### src/rtl/sar_adc_ctrl.sv
// sar_adc_ctrl: successive-approximation controller for the S&H / auto-zero comparator / R-2R DAC macro set.
// Ports: clk, rst_n (async, active-low); start, continuous, abort, result_ack (control);
//        comp_in (asynchronous comparator output); sh_sample, comp_cal, comp_en_n, dac_code (analog drive);
//        result, result_valid, result_pending, overrun, busy (status and result handshake).
module sar_adc_ctrl #(
   parameter int N_BITS        = 8,
   parameter int SAMPLE_CYCLES = 4,
   parameter int SETTLE_CYCLES = 1,
   parameter int SYNC_STAGES   = 2
) (
   input  logic              clk,
   input  logic              rst_n,
   input  logic              start,
   input  logic              continuous,
   input  logic              abort,
   input  logic              comp_in,
   input  logic              result_ack,
   output logic              sh_sample,
   output logic              comp_cal,
   output logic              comp_en_n,
   output logic [N_BITS-1:0] dac_code,
   output logic [N_BITS-1:0] result,
   output logic              result_valid,
   output logic              result_pending,
   output logic              overrun,
   output logic              busy
);
   localparam int K  = SETTLE_CYCLES + SYNC_STAGES + 1;
   localparam int IW = $clog2(N_BITS);
   typedef enum logic [2:0] {IDLE, SAMPLE, TRIAL, DECIDE, DONE} state_t;
   state_t                 state, nxt;
   logic [15:0]            cnt;
   logic [IW-1:0]          idx;
   logic [SYNC_STAGES-1:0] sync;
   logic                   comp_s;
   assign comp_s         = sync[SYNC_STAGES-1];
   assign busy           = state != IDLE;
   assign sh_sample      = state == SAMPLE;
   assign comp_cal       = state == SAMPLE;
   assign comp_en_n      = !(state == TRIAL || state == DECIDE);
   // abort overrides completion, so a DONE cycle that is aborted never reports
   assign result_valid   = state == DONE && !abort;
   always_comb begin
      nxt = state;
      unique case (state)
         IDLE:    nxt = start ? SAMPLE : IDLE;
         SAMPLE:  nxt = cnt == 16'(SAMPLE_CYCLES - 1) ? TRIAL : SAMPLE;
         TRIAL:   nxt = cnt == 16'(K - 2) ? DECIDE : TRIAL;
         DECIDE:  nxt = idx == '0 ? DONE : TRIAL;
         DONE:    nxt = continuous ? SAMPLE : IDLE;
         default: nxt = IDLE;
      endcase
      if (abort && state != IDLE) nxt = IDLE;
   end
   always_ff @(posedge clk or negedge rst_n) begin
      if (!rst_n) begin
         state          <= IDLE;
         cnt            <= '0;
         idx            <= '0;
         sync           <= '0;
         dac_code       <= '0;
         result         <= '0;
         result_pending <= 1'b0;
         overrun        <= 1'b0;
      end else begin
         state <= nxt;
         sync  <= {sync[SYNC_STAGES-2:0], comp_in};
         cnt   <= nxt != state ? '0 : cnt + 16'd1;
         if (nxt == IDLE || nxt == SAMPLE) begin
            dac_code <= '0;
         end else if (state == SAMPLE && nxt == TRIAL) begin
            idx      <= IW'(N_BITS - 1);
            dac_code <= {1'b1, {(N_BITS-1){1'b0}}};
         end else if (state == DECIDE) begin
            // resolve this bit and raise the next trial bit on the same edge
            dac_code[idx] <= comp_s;
            if (idx != '0) begin
               dac_code[idx - 1'b1] <= 1'b1;
               idx                  <= idx - 1'b1;
            end
         end
         if (result_valid) result <= dac_code;
         result_pending <= result_valid ? 1'b1 : result_ack ? 1'b0 : result_pending;
         overrun        <= result_ack ? 1'b0 : (result_valid && result_pending) ? 1'b1 : overrun;
      end
   end
endmodule

### config.mk
export PLATFORM = sky130hd
export DESIGN_NAME = sar_adc_ctrl
export DESIGN_NICKNAME = d
export VERILOG_FILES = /design/src/rtl/sar_adc_ctrl.sv
export SDC_FILE = /design/constraint.sdc
export NUM_CORES = 1
export LEC_CHECK = 0
export ABC_AREA = 1
export CAP_MARGIN = 20
export CORE_AREA = 2 2 68 70
export CTS_CLUSTER_SIZE = 10
export DETAILED_ROUTE_END_ITERATION = 10
export DIE_AREA = 0 0 70 72
export PLACE_DENSITY_LB_ADDON = 0.05
export SLEW_MARGIN = 20
export SYNTH_ARGS = -nofsm -noshare
export SYNTH_HDL_FRONTEND = slang
export SYNTH_SLANG_ARGS = --single-unit
### constraint.sdc
create_clock -name clk -period 2.7 [get_ports clk]
set_clock_uncertainty 0.2 [all_clocks]
set_input_delay 0.54 -clock clk [delete_from_list [all_inputs] [get_ports clk]]
set_output_delay 0.54 -clock clk [all_outputs]
set_load 0.02 [all_outputs]
=== Word-level counts from Yosys, hierarchy flattened ===
Index checks and enable logic that the tools add are counted.

* Bits in registers: 42
* Bits of input ports: 7
* Output and inout port bits: 23
* Logic and storage cells: 70

* $add $sub $neg: 2
* $lt $le $gt $ge: 4
* Eq/ne operators: 9
* Muxes and demuxes: 24
* Bitwise operators: 2
* Reduce and logical (&&, ||, !) cells: 21

{| class="wikitable"
|+ Operators with widths
! operator !! number
|-
| $eq 16x2->1 const B || 2
|-
| $mux 8 || 4
|-
| $add 16x1->16 const B || 1
|-
| $mux 16 || 1
|-
| $mux 3 || 5
|-
| $pmux 3 s5 || 1
|-
| $eq 3x2->1 const B || 3
|-
| $logic_not 3->1 || 3
|-
| $mux 1 || 9
|-
| $reduce_bool 3->1 || 3
|-
| $bwmux 8 || 1
|-
| $lt 3x4->1 const B || 2
|-
| $or 8x8->8 || 1
|-
| $reduce_bool 2->1 || 4
|-
| $demux 1 s3 || 2
|-
| $eq 3x1->1 const B || 2
|-
| $ge 3x1->1 const B || 2
|-
| $logic_and 1x1->1 || 6
|-
| $eq 3x3->1 const B || 1
|-
| $ne 3x3->1 || 1
|-
| $reduce_and 3->1 || 1
|-
| $sub 3x1->3 const B || 1
|-
| $logic_not 1->1 || 2
|-
| $logic_or 1x1->1 || 2
|-
| 2 further kinds || 2
|}

=== Logic depth before layout (Yosys ltp) ===
Gate-level depths: netlist (run 1).

* Word-level depth: 10
* Gate-level depth with buffers: 14
* Mapped depth without buffers: 13

=== Least setup slack after synthesis (run 1) ===
No wires, ideal clock.

* Path type: reg2reg
* Start point: register idx[0]
* End point: register cnt[13]
* Library setup time: 68 ps
* Arrival: 1,763 ps
* Data required time: 2,432 ps
* Slack: 669 ps
* Stages on the path, launching flop included: 15
* Buffers on the path: 1
* Clock period less this slack: 2,031 ps
* Path through: dfrtp_1 clkinv_1 ha_1 inv_1 nor2_1 nor2_2 nor2_1 nand2_2 nand2_2 nand2_1 nand2_1 nor2_2 nand2_2 buf_12 nor2_4

* Longest elaborated chain between the ends: 6

{| class="wikitable"
|+ Ends and longest elaborated chain
! what !! line !! text
|-
| from (decl) || 33 || <nowiki>logic [IW-1:0] idx;</nowiki>
|-
| from (signal assigned) || 72 || <nowiki>idx <= IW'(N_BITS - 1);</nowiki>
|-
| from (signal assigned) || 79 || <nowiki>idx <= idx - 1'b1;</nowiki>
|-
| $logic_not 3->1 || 49 || <nowiki>DECIDE: nxt = idx == '0 ? DONE : TRIAL;</nowiki>
|-
| $mux 3 || 49 ||
|-
| $pmux 3 s5 || 45 || <nowiki>unique case (state)</nowiki>
|-
| $mux 3 || 53 || <nowiki>if (abort && state != IDLE) nxt = IDLE;</nowiki>
|-
| $ne 3x3->1 || 68 || <nowiki>cnt <= nxt != state ? '0 : cnt + 16'd1;</nowiki>
|-
| $mux 16 || 68 ||
|-
| to (signal assigned) || 68 ||
|-
| to (decl) || 32 || <nowiki>logic [15:0] cnt;</nowiki>
|}

No other way between the ends.
A chain may end at the register's enable or synchronous reset.

=== Worst setup path after layout (run 1) ===
* Start point: input abort
* End point: output result_valid

* Longest elaborated chain between the ends: 2

{| class="wikitable"
|+ Ends and longest elaborated chain
! what !! line !! text
|-
| from (decl) || 15 || <nowiki>input logic abort,</nowiki>
|-
| $logic_not 1->1 || 42 || <nowiki>assign result_valid = state == DONE && !abort;</nowiki>
|-
| $logic_and 1x1->1 || 42 ||
|-
| to (decl) || 23 || <nowiki>output logic result_valid,</nowiki>
|}

No other way between the ends.

==> results of run 1 <==
==> what timing repair did <==
item                       in CTS  in global routing
hold endpoints to repair       18                  0
buffers inserted                0                  0
setup endpoints to repair       0                  0
hold buffers                    1                  0
==> kinds of logic (layout without fill, tap and decap cells) <==
family,after synthesis,after routing,share of synthesized area
adders and majority gates,4,4,0.0216
xor gates and xnor gates,13,13,0.0490
and+or+nand+nor,159,159,0.332
AOI/OAI and AO/OA,31,31,0.0727
buffers and inverters,39,74,0.0717
DFF,42,42,0.453
==> worst max path at each step <==
stage,end,slack (ns),depth (start not counted)
after detailed placement,result_valid,0.07,3
final,result_valid,0.07,3
after global routing,result_valid,0.05,3
after CTS,result_valid,0.07,3
after floorplan,cnt[13],0.67,14
after global placement,result_valid,0.06,3
==> flip-flops by register name (all words and copies together), names as in the netlist <==
signal,count
overrun,1
dac_code,8
sync,2
cnt,16
result_pending,1
state,3
idx,3
result,8
==> critical path: stages <==
cell and delay, ns:
clkdlybuf4s50_1 0.46, nor4_4 0.23, clkdlybuf4s50_1 0.66
==> per-layer routing <==
metal / global-route usage / vias to the layer above
met5: 0 / -
met4: 0.0983 / 0
met3: 0.0444 / 9
met1: 0.281 / 880
met2: 0.297 / 53
li1: - / 989
==> layout by cell type (no fill, tap or decap), types with 6 or more instances in the layout <==
cell and count:
nand2_1 58, nor2_1 48, dfrtp_1 42, inv_1 28, clkdlybuf4s50_1 28, nand3_1 19, o21ai_0 12, a21oi_1 12
xor2_1 10, nor2_4 10, nand4_1 7, nor3_1 6
==> metrics by stage <==
step | utilization | std cells | hold slack (ns) | setup WS [ns]
2_1_floorplan | - | 288 | 0.0444 | 0.669
3_3_place_gp | 0.628 | 366 | 0.132 | 0.0583
3_5_place_dp | 0.628 | 366 | 0.145 | 0.0718
4_1_cts | 0.655 | 375 | 0.162 | 0.0684
5_1_grt | 0.655 | 375 | 0.184 | 0.0480
6_report | 0.655 | 375 | 0.158 | 0.0693
==> area by class of cell <==
| cell class | instances | area (um^2) | area share |
|---|---|---|---|
| Sequential cell | 42 | 1050 | 0.376 |
| Tap cell | 52 | 65.1 | 0.0233 |
| Clock buffer | 7 | 76.3 | 0.0273 |
| Timing Repair Buffer | 36 | 353 | 0.126 |
| Inverter | 30 | 113 | 0.0403 |
| Clock inverter | 1 | 30.0 | 0.0108 |
| Multi-Input combinational cell | 207 | 1100 | 0.396 |
==> power by group through the flow <==
stage,logic (mW),clock network (mW),registers [mW]
4_1_cts,1.09,0.500,0.787
2_1_floorplan,0.797,0,0.792
5_1_grt,1.21,0.521,0.804
3_3_place_gp,1.07,0,0.798
6_report,1.08,0.478,0.791
3_5_place_dp,1.08,0,0.801
==> results.sh, run 1 <==
export IMPL_grtUsageTotal=0.201
export IMPL_ys_types=31
export IMPL_met1Wirelength_um=2310
export IMPL_place_congestion=0.888
export IMPL_antenna_found_initial=0
export IMPL_tightest_slew_ns=0.415
export IMPL_clk_pin_slew_worst_paths_ns=0.07
export IMPL_clkLatencyLatePin_ns=0.29
export IMPL_fin_tns_setup_ns=0
export IMPL_grt_max_degree=25
export IMPL_hold_start="sync[0]"
export IMPL_r2r_end="idx[2]"
export IMPL_fin_nets=333
export IMPL_dr_wl_met2_um=1840
export IMPL_relSlewSlack=0.723
export IMPL_yosys_top_cells_area="dfrtp_1 (45%), nand2_1 (9.4%), nor2_1 (7.8%)"
export IMPL_port_buffers=29
export IMPL_yosysMostFrequentCell="nand2_1"
export IMPL_synth_common_cells="nand2_1 (58), nor2_1 (48), dfrtp_1 (42)"
export IMPL_routed_wl_um=4490
export IMPL_ir_drop_mv=0.765
export IMPL_cts_made_buffers=5
export IMPL_max_freq_mhz=380
export IMPL_async_flop_share=1.00
export IMPL_period_share=0.974
export IMPL_design_area_um2=2790
export IMPL_grt_pass1_vias=1801
export IMPL_placed_area_um2=2680
export IMPL_dpl_hpwl_um=3400
export IMPL_intPower_mw=1.34
export IMPL_reg2reg_depth=11
export IMPL_fillers=385
export IMPL_power_frac_seq=0.337
export IMPL_initial_core_util=0.545
export IMPL_maxSlewViolCount=0
export IMPL_combPwrFrac=0.460
export IMPL_maxCapViolations=0
export IMPL_drc_errors=0
export IMPL_root_buffer="clkbuf_8"
export IMPL_cts_resized=0
export IMPL_required_ns=1.96
export IMPL_start_kind="input pin"
export IMPL_p_switching_mw=1.01
export IMPL_crit_start="abort"
export IMPL_row_count=24
export IMPL_synth_top_area_cell="dfrtp_1"
export IMPL_routed_via_density=5.15
export IMPL_htreeDepth=2
export IMPL_power_share_clock=0.203
export IMPL_synth_ff_type="dfrtp_1"
export IMPL_vias=1931
export IMPL_cp_data_arrival_time_ns=1.89
export IMPL_switching_share=0.428
export IMPL_synth_area_um2=2320
export IMPL_syn_nets=299
export IMPL_cts_num_sinks=42
export IMPL_hold_path_class="reg2reg"
export IMPL_holdPathEnd="sync[1]"
export IMPL_dieHeight_um=72
export IMPL_syn_inst=288
export IMPL_postRouteAntennaNets=0
export IMPL_grt_ovfl_total=0
export IMPL_min_path_cells=0
export IMPL_r2r_start="idx[1]"
export IMPL_crit_type="in2out"
export IMPL_yosysWarnings=0
export IMPL_num_antenna_cells=0
export IMPL_power_density_nw_per_um2=841
export IMPL_status="finished, final reports clean"
export IMPL_rsz0062_at_grt="no"
export IMPL_drive_above_1_share=0.102
export IMPL_core_area_um2=4260
export IMPL_io_pins=30
export IMPL_die_w_um=70
export IMPL_cts_tree="built"
export IMPL_synth_edf_count=0
export IMPL_endpoint_kind="primary output"
export IMPL_synth_top_area_frac=0.453
export IMPL_dieArea_um2=5040
export IMPL_met3_length_um=234
export IMPL_drtIter0Drc=99
export IMPL_hold_viol=0
export IMPL_seq_area_frac_synth=0.453
export IMPL_worstPathMaxFanout=2
export IMPL_p_leak_nw=1.20
export IMPL_synthToLayoutAreaGrowth_pct=20.3
export IMPL_synth_area_per_cell_um2=8.06
export IMPL_fin_crit_ns=2.63
export IMPL_rrSetupSlack_ns=0.44
export IMPL_finalPower_mw=2.35
export IMPL_wl_per_cell_um=12.0
export IMPL_highest_signal_layer="met4"
export IMPL_ys_ff_latch=42
export IMPL_clk_path_buf_depth=2
export IMPL_dr_pass1_iters=4
export IMPL_grt_pass1_wl_um=8050
export IMPL_setup_violations=0
Note: power is estimated with default switching activity, not from simulation.
==> run 2: changes to the inputs <==
--- a/config.mk
+++ b/config.mk
@@ -8,6 +8,7 @@
 export ABC_AREA = 1
 export CAP_MARGIN = 20
 export CORE_AREA = 2 2 68 70
+export CTS_CLUSTER_DIAMETER = 50
 export CTS_CLUSTER_SIZE = 10
 export DETAILED_ROUTE_END_ITERATION = 10
 export DIE_AREA = 0 0 70 72
==> results of run 2 <==
The final DEF is identical to that of run 1; final timing and power are the same.
